`config.mk`:
```
export PLATFORM = sky130hd
export DESIGN_NAME = ahb_sram_bridge
export DESIGN_NICKNAME = d
export VERILOG_FILES = /design/src/rtl/ahb_sram_bridge.sv
export SDC_FILE = /design/constraint.sdc
export NUM_CORES = 1
export LEC_CHECK = 0
export ABC_AREA = 1
export CAP_MARGIN = 10
export CORE_ASPECT_RATIO = 0.6
export CORE_MARGIN = 5
export CORE_UTILIZATION = 44
export CTS_CLUSTER_SIZE = 8
export DETAILED_ROUTE_END_ITERATION = 7
export PLACE_DENSITY = 0.89
export SYNTH_ARGS = -nofsm -noshare
export SYNTH_HDL_FRONTEND = slang
export SYNTH_SLANG_ARGS = --single-unit
```
`constraint.sdc`:
```
create_clock -name hclk_i -period 2.2 [get_ports hclk_i]
set_input_delay 0.33 -clock hclk_i [delete_from_list [all_inputs] [get_ports hclk_i]]
set_output_delay 0.33 -clock hclk_i [all_outputs]
set_load 0.03 [all_outputs]
```
`src/rtl/ahb_sram_bridge.sv`:
```
// AHB-Lite slave bridging to a single-port synchronous SRAM, with a one-entry posted write
// buffer and read-after-write forwarding. Define AHB_SRAM_BRIDGE_ERR_EN for size/alignment ERROR responses.
module ahb_sram_bridge #(
    parameter int DATA_WIDTH = 32,
    parameter int ADDR_BITS  = 10,
    parameter int RD_LATENCY = 1
) (
    input  logic                                      hclk_i,
    input  logic                                      hrst_i,
    input  logic                                      hsel_i,
    input  logic [ADDR_BITS+$clog2(DATA_WIDTH/8)-1:0] haddr_i,
    input  logic [1:0]                                htrans_i,
    input  logic                                      hwrite_i,
    input  logic [2:0]                                hsize_i,
    input  logic [DATA_WIDTH-1:0]                     hwdata_i,
    input  logic                                      hready_i,
    output logic [DATA_WIDTH-1:0]                     hrdata_o,
    output logic                                      hreadyout_o,
    output logic                                      hresp_o,
    output logic                                      mem_en_o,
    output logic                                      mem_we_o,
    output logic [DATA_WIDTH/8-1:0]                   mem_wbe_o,
    output logic [ADDR_BITS-1:0]                      mem_addr_o,
    output logic [DATA_WIDTH-1:0]                     mem_wdata_o,
    input  logic [DATA_WIDTH-1:0]                     mem_rdata_i
);
    localparam int BE_W  = DATA_WIDTH / 8;
    localparam int OFF_W = $clog2(BE_W);

    typedef enum logic [1:0] {ST_IDLE, ST_RD_WAIT, ST_ERR1, ST_ERR2} state_t;

    // Lanes share a size-aligned block with the offset; oversize clamps to a full word.
    function automatic logic [BE_W-1:0] lane_mask(input logic [2:0] size, input logic [OFF_W-1:0] off);
        logic [BE_W-1:0] m;
        int              sz;
        sz = (int'(size) > OFF_W) ? OFF_W : int'(size);
        m  = {BE_W{1'b0}};
        for (int i = 0; i < BE_W; i++) begin
            m[i] = ((i ^ int'(off)) >> sz) == 32'sd0;
        end
        return m;
    endfunction

    function automatic logic size_err(input logic [2:0] size, input logic [OFF_W-1:0] off);
        if (int'(size) > OFF_W) begin
            return 1'b1;
        end else begin
            return (int'(off) & ((32'sd1 << int'(size)) - 32'sd1)) != 32'sd0;
        end
    endfunction

    function automatic logic [DATA_WIDTH-1:0] merge_lanes(input logic [BE_W-1:0] be,
                                                          input logic [DATA_WIDTH-1:0] fwd,
                                                          input logic [DATA_WIDTH-1:0] mem);
        logic [DATA_WIDTH-1:0] r;
        r = mem;
        for (int i = 0; i < BE_W; i++) begin
            if (be[i]) r[8*i +: 8] = fwd[8*i +: 8];
            else       r[8*i +: 8] = mem[8*i +: 8];
        end
        return r;
    endfunction

    state_t                state_r, state_s;
    logic [1:0]            wait_cnt_r, wait_cnt_s;
    logic                  accept_s, err_s, rd_issue_s, wr_accept_s, commit_s;
    logic [ADDR_BITS-1:0]  word_addr_s;
    logic [OFF_W-1:0]      off_s;
    logic [BE_W-1:0]       lanes_s, hit_s;
    logic                  pend_valid_r;
    logic [ADDR_BITS-1:0]  pend_addr_r;
    logic [BE_W-1:0]       pend_be_r;
    logic                  buf_valid_r;
    logic [ADDR_BITS-1:0]  buf_addr_r;
    logic [BE_W-1:0]       buf_be_r;
    logic [DATA_WIDTH-1:0] buf_data_r;
    logic [BE_W-1:0]       fwd_be_r;
    logic [RD_LATENCY-1:0] rd_pipe_r;
    logic                  unused_s;

    assign unused_s    = htrans_i[0];
    assign accept_s    = hsel_i & hready_i & htrans_i[1] & ~hrst_i;
    assign word_addr_s = haddr_i[ADDR_BITS+OFF_W-1:OFF_W];
    assign off_s       = haddr_i[OFF_W-1:0];
    assign lanes_s     = lane_mask(hsize_i, off_s);
`ifdef AHB_SRAM_BRIDGE_ERR_EN
    assign err_s       = accept_s & size_err(hsize_i, off_s);
`else
    assign err_s       = 1'b0;
`endif
    assign rd_issue_s  = accept_s & ~hwrite_i & ~err_s;
    assign wr_accept_s = accept_s & hwrite_i & ~err_s;
    // A write in its data phase never coexists with a valid buffer, so one port suffices.
    assign commit_s    = ~rd_issue_s & (pend_valid_r | buf_valid_r);

    // Forwarding hit: the write whose data arrives now, else the held buffer entry.
    always_comb begin
        hit_s = {BE_W{1'b0}};
        if (pend_valid_r && (pend_addr_r == word_addr_s)) begin
            hit_s = pend_be_r;
        end else if (buf_valid_r && (buf_addr_r == word_addr_s)) begin
            hit_s = buf_be_r;
        end else begin
            hit_s = {BE_W{1'b0}};
        end
    end

    // SRAM port: reads win; a commit takes any cycle without a read issue.
    always_comb begin
        mem_en_o    = rd_issue_s | commit_s;
        mem_we_o    = commit_s;
        mem_addr_o  = {ADDR_BITS{1'b0}};
        mem_wbe_o   = {BE_W{1'b0}};
        mem_wdata_o = {DATA_WIDTH{1'b0}};
        if (rd_issue_s) begin
            mem_addr_o = word_addr_s;
        end else if (commit_s && pend_valid_r) begin
            mem_addr_o  = pend_addr_r;
            mem_wbe_o   = pend_be_r;
            mem_wdata_o = hwdata_i;
        end else if (commit_s) begin
            mem_addr_o  = buf_addr_r;
            mem_wbe_o   = buf_be_r;
            mem_wdata_o = buf_data_r;
        end else begin
            mem_addr_o = {ADDR_BITS{1'b0}};
        end
    end

    assign hrdata_o = rd_pipe_r[RD_LATENCY-1] ? merge_lanes(fwd_be_r, buf_data_r, mem_rdata_i)
                                              : {DATA_WIDTH{1'b0}};

    // Write address stage, posted buffer, forwarding mask and read-return tracking.
    always_ff @(posedge hclk_i or posedge hrst_i) begin
        if (hrst_i) begin
            pend_valid_r <= 1'b0;
            pend_addr_r  <= {ADDR_BITS{1'b0}};
            pend_be_r    <= {BE_W{1'b0}};
            buf_valid_r  <= 1'b0;
            buf_addr_r   <= {ADDR_BITS{1'b0}};
            buf_be_r     <= {BE_W{1'b0}};
            buf_data_r   <= {DATA_WIDTH{1'b0}};
            fwd_be_r     <= {BE_W{1'b0}};
            rd_pipe_r    <= {RD_LATENCY{1'b0}};
        end else begin
            pend_valid_r <= wr_accept_s;
            if (wr_accept_s) begin
                pend_addr_r <= word_addr_s;
                pend_be_r   <= lanes_s;
            end
            if (pend_valid_r && rd_issue_s) begin
                buf_valid_r <= 1'b1;
                buf_addr_r  <= pend_addr_r;
                buf_be_r    <= pend_be_r;
                buf_data_r  <= hwdata_i;
            end else if (commit_s) begin
                buf_valid_r <= 1'b0;
            end
            if (rd_issue_s) begin
                fwd_be_r <= hit_s;
            end
            rd_pipe_r <= (rd_pipe_r << 1'b1) | RD_LATENCY'(rd_issue_s);
        end
    end

    // FSM state and wait counter registers.
    always_ff @(posedge hclk_i or posedge hrst_i) begin
        if (hrst_i) begin
            state_r    <= ST_IDLE;
            wait_cnt_r <= 2'd0;
        end else begin
            state_r    <= state_s;
            wait_cnt_r <= wait_cnt_s;
        end
    end

    // FSM next state and bus handshake outputs.
    always_comb begin
        state_s     = state_r;
        wait_cnt_s  = wait_cnt_r;
        hreadyout_o = 1'b1;
        hresp_o     = 1'b0;
        case (state_r)
            ST_IDLE, ST_ERR2: begin
                hresp_o = (state_r == ST_ERR2);
                if (err_s) begin
                    state_s = ST_ERR1;
                end else if (rd_issue_s && (RD_LATENCY > 1)) begin
                    state_s    = ST_RD_WAIT;
                    wait_cnt_s = 2'(RD_LATENCY - 2);
                end else begin
                    state_s = ST_IDLE;
                end
            end
            ST_RD_WAIT: begin
                hreadyout_o = 1'b0;
                if (wait_cnt_r == 2'd0) begin
                    state_s = ST_IDLE;
                end else begin
                    wait_cnt_s = wait_cnt_r - 2'd1;
                end
            end
            ST_ERR1: begin
                hreadyout_o = 1'b0;
                hresp_o     = 1'b1;
                state_s     = ST_ERR2;
            end
            default: begin
                state_s = ST_IDLE;
            end
        endcase
    end
endmodule

```
* After elaboration in Yosys (flattened, before gate mapping) *
Index checks and enable logic that the tools add are counted.

word-level totals
  bits in registers = 71
  input bits = 86
  output and inout bits = 82
  logic and storage cells = 75

operators by class
  $add $sub $neg = 1
  magnitude comparators = 1
  equal/unequal tests = 6
  shift-type cells = 4
  mux-type cells = 23
  bitwise operators = 15
  reduce and logical (&&, ||, !) cells = 14

operators by type and width
  kind                                                 number
  zero test 32 bit                                     4
  two-way mux 32 bit                                   4
  >> shifter 2 x 3 -> 32 bit                           4
  two-way mux 8 bit                                    4
  two-way mux 10 bit                                   3
  equality test 10 bit                                 2
  two-way mux 4 bit                                    5
  AND 1 bit                                            6
  inverter 1 bit                                       6
  one-hot mux 2 bit (3 select lines)                   1
  equality test 2 bit, second input constant           2
  logical AND 1 bit                                    4
  zero test 2 bit                                      2
  OR reduction 2 bit                                   2
  > comparator 3 x 2 -> 1 bit, second input constant   1
  two-way mux 1 bit                                    3
  two-way mux 3 bit                                    1
  equality test 2 x 1 -> 1 bit, second input constant  1
  two-way mux 2 bit                                    1
  != test 2 bit, second input constant                 1
  inverter 2 bit                                       1
  OR 1 bit                                             2
  one-hot mux 1 bit (2 select lines)                   1
  AND reduction 2 bit                                  1
  2 further kinds                                      2

* Depth between registers and ports, before layout *
  word-level depth = 9
  gate-level depth with buffers = 10
  depth with buffers taken out = 10

* Least setup slack after synthesis *
No wires, ideal clock.

  path kind = register to output
  start point = reg pend_valid_r
  end point = out mem_wbe_o[1]
  data arrival time = 1.418 ns
  required time = 1.870 ns
  path slack = 0.452 ns
  stages on the path, launching flop included = 9
  buffers on the path = 2
  cells stage by stage = dfrtp_1 -> nor2_1 -> clkinv_1 -> nand2_2 -> inv_2 -> buf_4 -> buf_4 -> nand3_1 -> nand2_1

between the ends
  longest elaborated chain between the ends = 5
  elaborated cells between the ends (all ways) = 6
  classes of those cells = 3 x mux; 2 x bitwise; 1 x reduce/logical

RTL lines
  item                                                    RTL line  RTL
  start: declaration                                      70        logic pend_valid_r;
  start signal: assignment                                146       pend_valid_r <= wr_accept_s;
  OR 1 bit *                                              94        assign commit_s = ~rd_issue_s & (pend_valid_r | buf_valid_r);
  AND 1 bit *                                             94
  named net mem_we_o                                      21        output logic mem_we_o,
  two-way mux 4 bit or logical AND 1 bit (tied branches)  121, 117
  two-way mux 4 bit *                                     117       end else if (commit_s && pend_valid_r) begin
  two-way mux 4 bit *                                     115       if (rd_issue_s) begin
  end: declaration                                        22        output logic [DATA_WIDTH/8-1:0] mem_wbe_o,

Mark *: on every way through the listed nets, which the timed path passes. The rest lies on a longest branch.

* Worst setup path in the final report *
  start point = reg pend_valid_r
  end point = out mem_addr_o[6]

between the ends
  longest elaborated chain between the ends = 5
  elaborated cells between the ends (all ways) = 6
  classes of those cells = 3 x mux; 2 x bitwise; 1 x reduce/logical

RTL lines
  item                                                     RTL line  RTL
  OR 1 bit                                                 94
  AND 1 bit                                                94
  two-way mux 10 bit or logical AND 1 bit (tied branches)  121, 117
  two-way mux 10 bit *                                     117
  two-way mux 10 bit *                                     115
  end: declaration                                         23        output logic [ADDR_BITS-1:0] mem_addr_o,

Mark *: on every way between the ends. The rest lies on a longest branch, timed or not.

==> results.py <==
metrics = {
    "pwr": {
        "pwr_density_cell_mw_per_mm2": 501.7,
        "peakVddDrop_mv": 0.4079,
        "pwr-share-comb_pct": 14.9,
        "p_int_mw": 2.522,
        "seq_power_share_pct": 41.7,
        "p_switching_mw": 0.8093,
        "power_frac_clock_pct": 43.4,
        "p_sw_share_pct": 24.30,
        "leakagePower_nw": 3.562,
    },
    "logic_synthesis": {
        "syn_area_sq_mm": 0.004267,
        "synth_fp_nets": 652,
        "seq_area_frac_synth_pct": 39.30,
        "synth_cell_types": 28,
        "synthTopCellsByArea": "dfrtp_1 39%, nand2_1 14%, mux2_4 12%, nand3_1 7.0%, nor2_1 7.0%",
        "syn_area_per_cell_sq_um": 7.538,
        "synth_area_leader_cell": "dfrtp_1",
        "yosysTopAreaCellShare_pct": 39.30,
        "ys_warn_count": 0,
        "ys_ff_latch": 67,
        "syn_inst": 566,
    },
    "clocking": {
        "cts_inserted_buffers": 9,
        "cts-htree-levels": 3,
        "cts-root-buf": "clkbuf_16",
        "clk_latency_ns": 0.33,
        "ctsHoldBuffers": 0,
        "cts_tree": "done",
        "clk_pin_slew_ns": 0.05,
        "clock_sinks": 67,
        "cts_buffer_depth": 2,
    },
    "timing": {
        "hold_ws_ns": 0.1162,
        "slew_violations": 0,
        "finClkSkew_ns": 0.006492,
        "hold_violations": 0,
        "max_freq_ghz": 0.4566,
        "period_needed_ns": 2.190,
        "min_period_over_period_pct": 99.55,
        "setup_tns_ns": 0,
        "setup_viol": 0,
        "grt_setup_unrepaired": "true",
    },
    "floorplan": {
        "io_pins": 168,
        "dieWidth_um": 137.1,
        "rows": 27,
        "die_y_um": 86.28,
        "start_util_pct": 45.76,
        "die_area_sq_mm": 0.01183,
        "placeableCoreArea_sq_mm": 0.009324,
    },
    "route": {
        "wl_per_cell_um": 17.50,
        "routed_wl_um": 15320,
        "drtAntennaViolNets": 0,
        "viasPerCell": 5.326,
        "drc_errors": 0,
        "firstDrtPassIters": 5,
        "drtIter0Drc": 340,
        "vias": 4660,
    },
    "finish": {
        "finalInstanceArea_sq_mm": 0.006640,
        "area.sequential_sq_mm": 0.001679,
        "fin_cells": 875,
        "fill_cells": 701,
        "drive_above_1_share_pct": 22.82,
        "nets": 828,
        "area_delta_synth_final_pct": 55.63,
        "fin_util_pct": 71.22,
        "diodes": 0,
        "multiInputGateArea_sq_mm": 0.002296,
    },
    "place": {
        "dpl-instance-area_sq_mm": 0.005986,
        "dpl.cell_count": 845,
        "hpwl_um": 10170,
        "gp_congestion": 0.8551,
        "port_buffers": 164,
    },
    "critical_path": {
        "ff2ff_path_depth": 9,
        "startpoint_type": "flop",
        "r2r_slack_ns": 0.35,
        "r2r_end": "fwd_be_r[0]$_DFFE_PP0N_",
        "cpMaxStageDelayCell": "dfrtp_2",
        "crit_type": "flop to output port",
        "crit_chain": "nor2_4, inv_4, nand2_8, buf_6, clkinv_8, buf_6, nand3_1, o211ai_1, clkbuf_16",
        "critPathMaxStageDelay_ns": 0.45,
        "arrival_ns": 1.86,
        "r2r-start": "pend_valid_r$_DFF_PP0_",
        "critPathRequiredTime_ns": 1.87,
        "cp-end-kind": "output port",
        "cpMostUsedCell": "buf_6",
        "cp_max_fo": 7,
    },
    "grt": {
        "grt_pass1_wl_um": 22760,
        "grt_max_degree": 56,
        "antenna_found_initial": 0,
        "grt_pass1_vias": 4644,
        "grt_util_all_layers_pct": 24.09,
        "gr-total-overflow": 0,
    },
    "min_path": {
        "hp-class": "primary input to async pin",
    },
    "run_status": {
        "outcome": "finished, final reports clean",
    },
    "flow_run": {
        "maxCapViolCount": 0,
    },
}
==> synth_stat cells, drive strengths merged <==
cell type,instances
a21oi,5
and2,2
buf,20
clkbuf,12
clkinv,2
conb,2
dfrtp,67
inv,43
mux2,33
nand2,157
nand3,60
nand4,1
nor2,83
o211ai,11
o21ai,56
o22ai,5
o31ai,2
xnor2,5
==> kinds of logic after synthesis <==
family                    Yosys count  share of synthesized area [%]
buffers and inverters              77                          8.416
DFF                                67                          39.30
AOI/OAI and AO/OA                  79                          10.18
and+or+nand+nor                   303                          29.30
muxes                              33                          11.61
other                               2                         0.1760
xor gates and xnor gates            5                          1.026
==> sequential cells by signal, summed over array words and instances, names as in the netlist <==
register	flops
pend_addr_r	10
fwd_be_r	4
buf_data_r	32
pend_valid_r	1
rd_pipe_r	1
buf_addr_r	10
buf_be_r	4
pend_be_r	4
buf_valid_r	1
==> metal layers <==
layer  GRT usage (%)  vias to the layer above  wire length (um)
met5               0                        -                 0
met4           9.149                        0               442
met3           5.800                       47              1280
met2           37.62                      243              6782
met1           32.56                     2180              6810
li1                -                     2190                 -
==> critical path, delay by kind of cell, from the launching register on <==
kind | cells | cell delay, ns
AO/OA/AOI/OAI | 1 | 0.14
buffers and inverters | 5 | 0.62
flip-flops | 1 | 0.45
AND/OR/NAND/NOR | 3 | 0.31
==> power groups by stage <==
| stage | logic [mW] | clock network (mW) | registers (mW) |
|---|---|---|---|
| 3_3_place_gp | 0.457 | 0 | 1.40 |
| 5_1_grt | 0.541 | 1.52 | 1.40 |
| 2_1_floorplan | 0.230 | 0 | 1.38 |
| 3_5_place_dp | 0.473 | 0 | 1.40 |
| 4_1_cts | 0.480 | 1.46 | 1.38 |
| 6_report | 0.496 | 1.45 | 1.39 |
==> how the worst max path moves through the flow <==
stage / start / end / depth (start not counted)
final: pend_valid_r$_DFF_PP0_ / mem_addr_o[6] / 9
after floorplan: hrst_i / buf_addr_r[0]$_DFFE_PP0P_ / 1
after global routing: pend_valid_r$_DFF_PP0_ / mem_addr_o[6] / 9
after global placement: htrans_i[1] / mem_addr_o[6] / 9
after detailed placement: htrans_i[1] / mem_addr_o[2] / 9
after CTS: pend_valid_r$_DFF_PP0_ / mem_addr_o[2] / 9
==> timing repair <==
item,in CTS,in global routing
gates cloned,3,5
endpoints found under the setup margin,51,50
resized for setup,26,20
pin swaps,4,11
setup buffers,4,5
==> final cells by class <==
type,instances,share of cell area [%]
Multi-Input combinational cell,425,34.58
Inverter,45,2.845
Tap cell,130,2.450
Timing Repair Buffer,194,30.30
Clock inverter,2,0.5276
Clock buffer,12,4.014
Sequential cell,67,25.29
==> cells in the final DEF, fill, tap and decap left out, types with 3 or more instances in the layout <==
cell type        instances
mux2_4                  33
inv_1                   38
clkdlybuf4s50_1         82
o21ai_1                 10
o211ai_1                11
buf_12                  15
dfrtp_1                 65
inv_2                    4
o21ai_0                 46
dlymetal6s2s_1           3
xnor2_1                  5
buf_6                    4
nand2_1                152
nor2_1                  79
clkbuf_8                 3
nand3_1                 59
o22ai_1                  5
nor2_4                   5
buf_4                   75
dlygate4sd2_1            8
a21oi_1                  5
clkbuf_16               16
==> metrics by stage <==
step	worst slack (ns)	total power [mW]
final	0.009825	3.331
after global routing	-0.04117	3.461
after CTS	-0.02283	3.327
after detailed placement	-0.4345	1.877
after global placement	-0.4093	1.858
after floorplan	0.1868	1.614
Note: power is estimated with default switching activity, not from simulation.
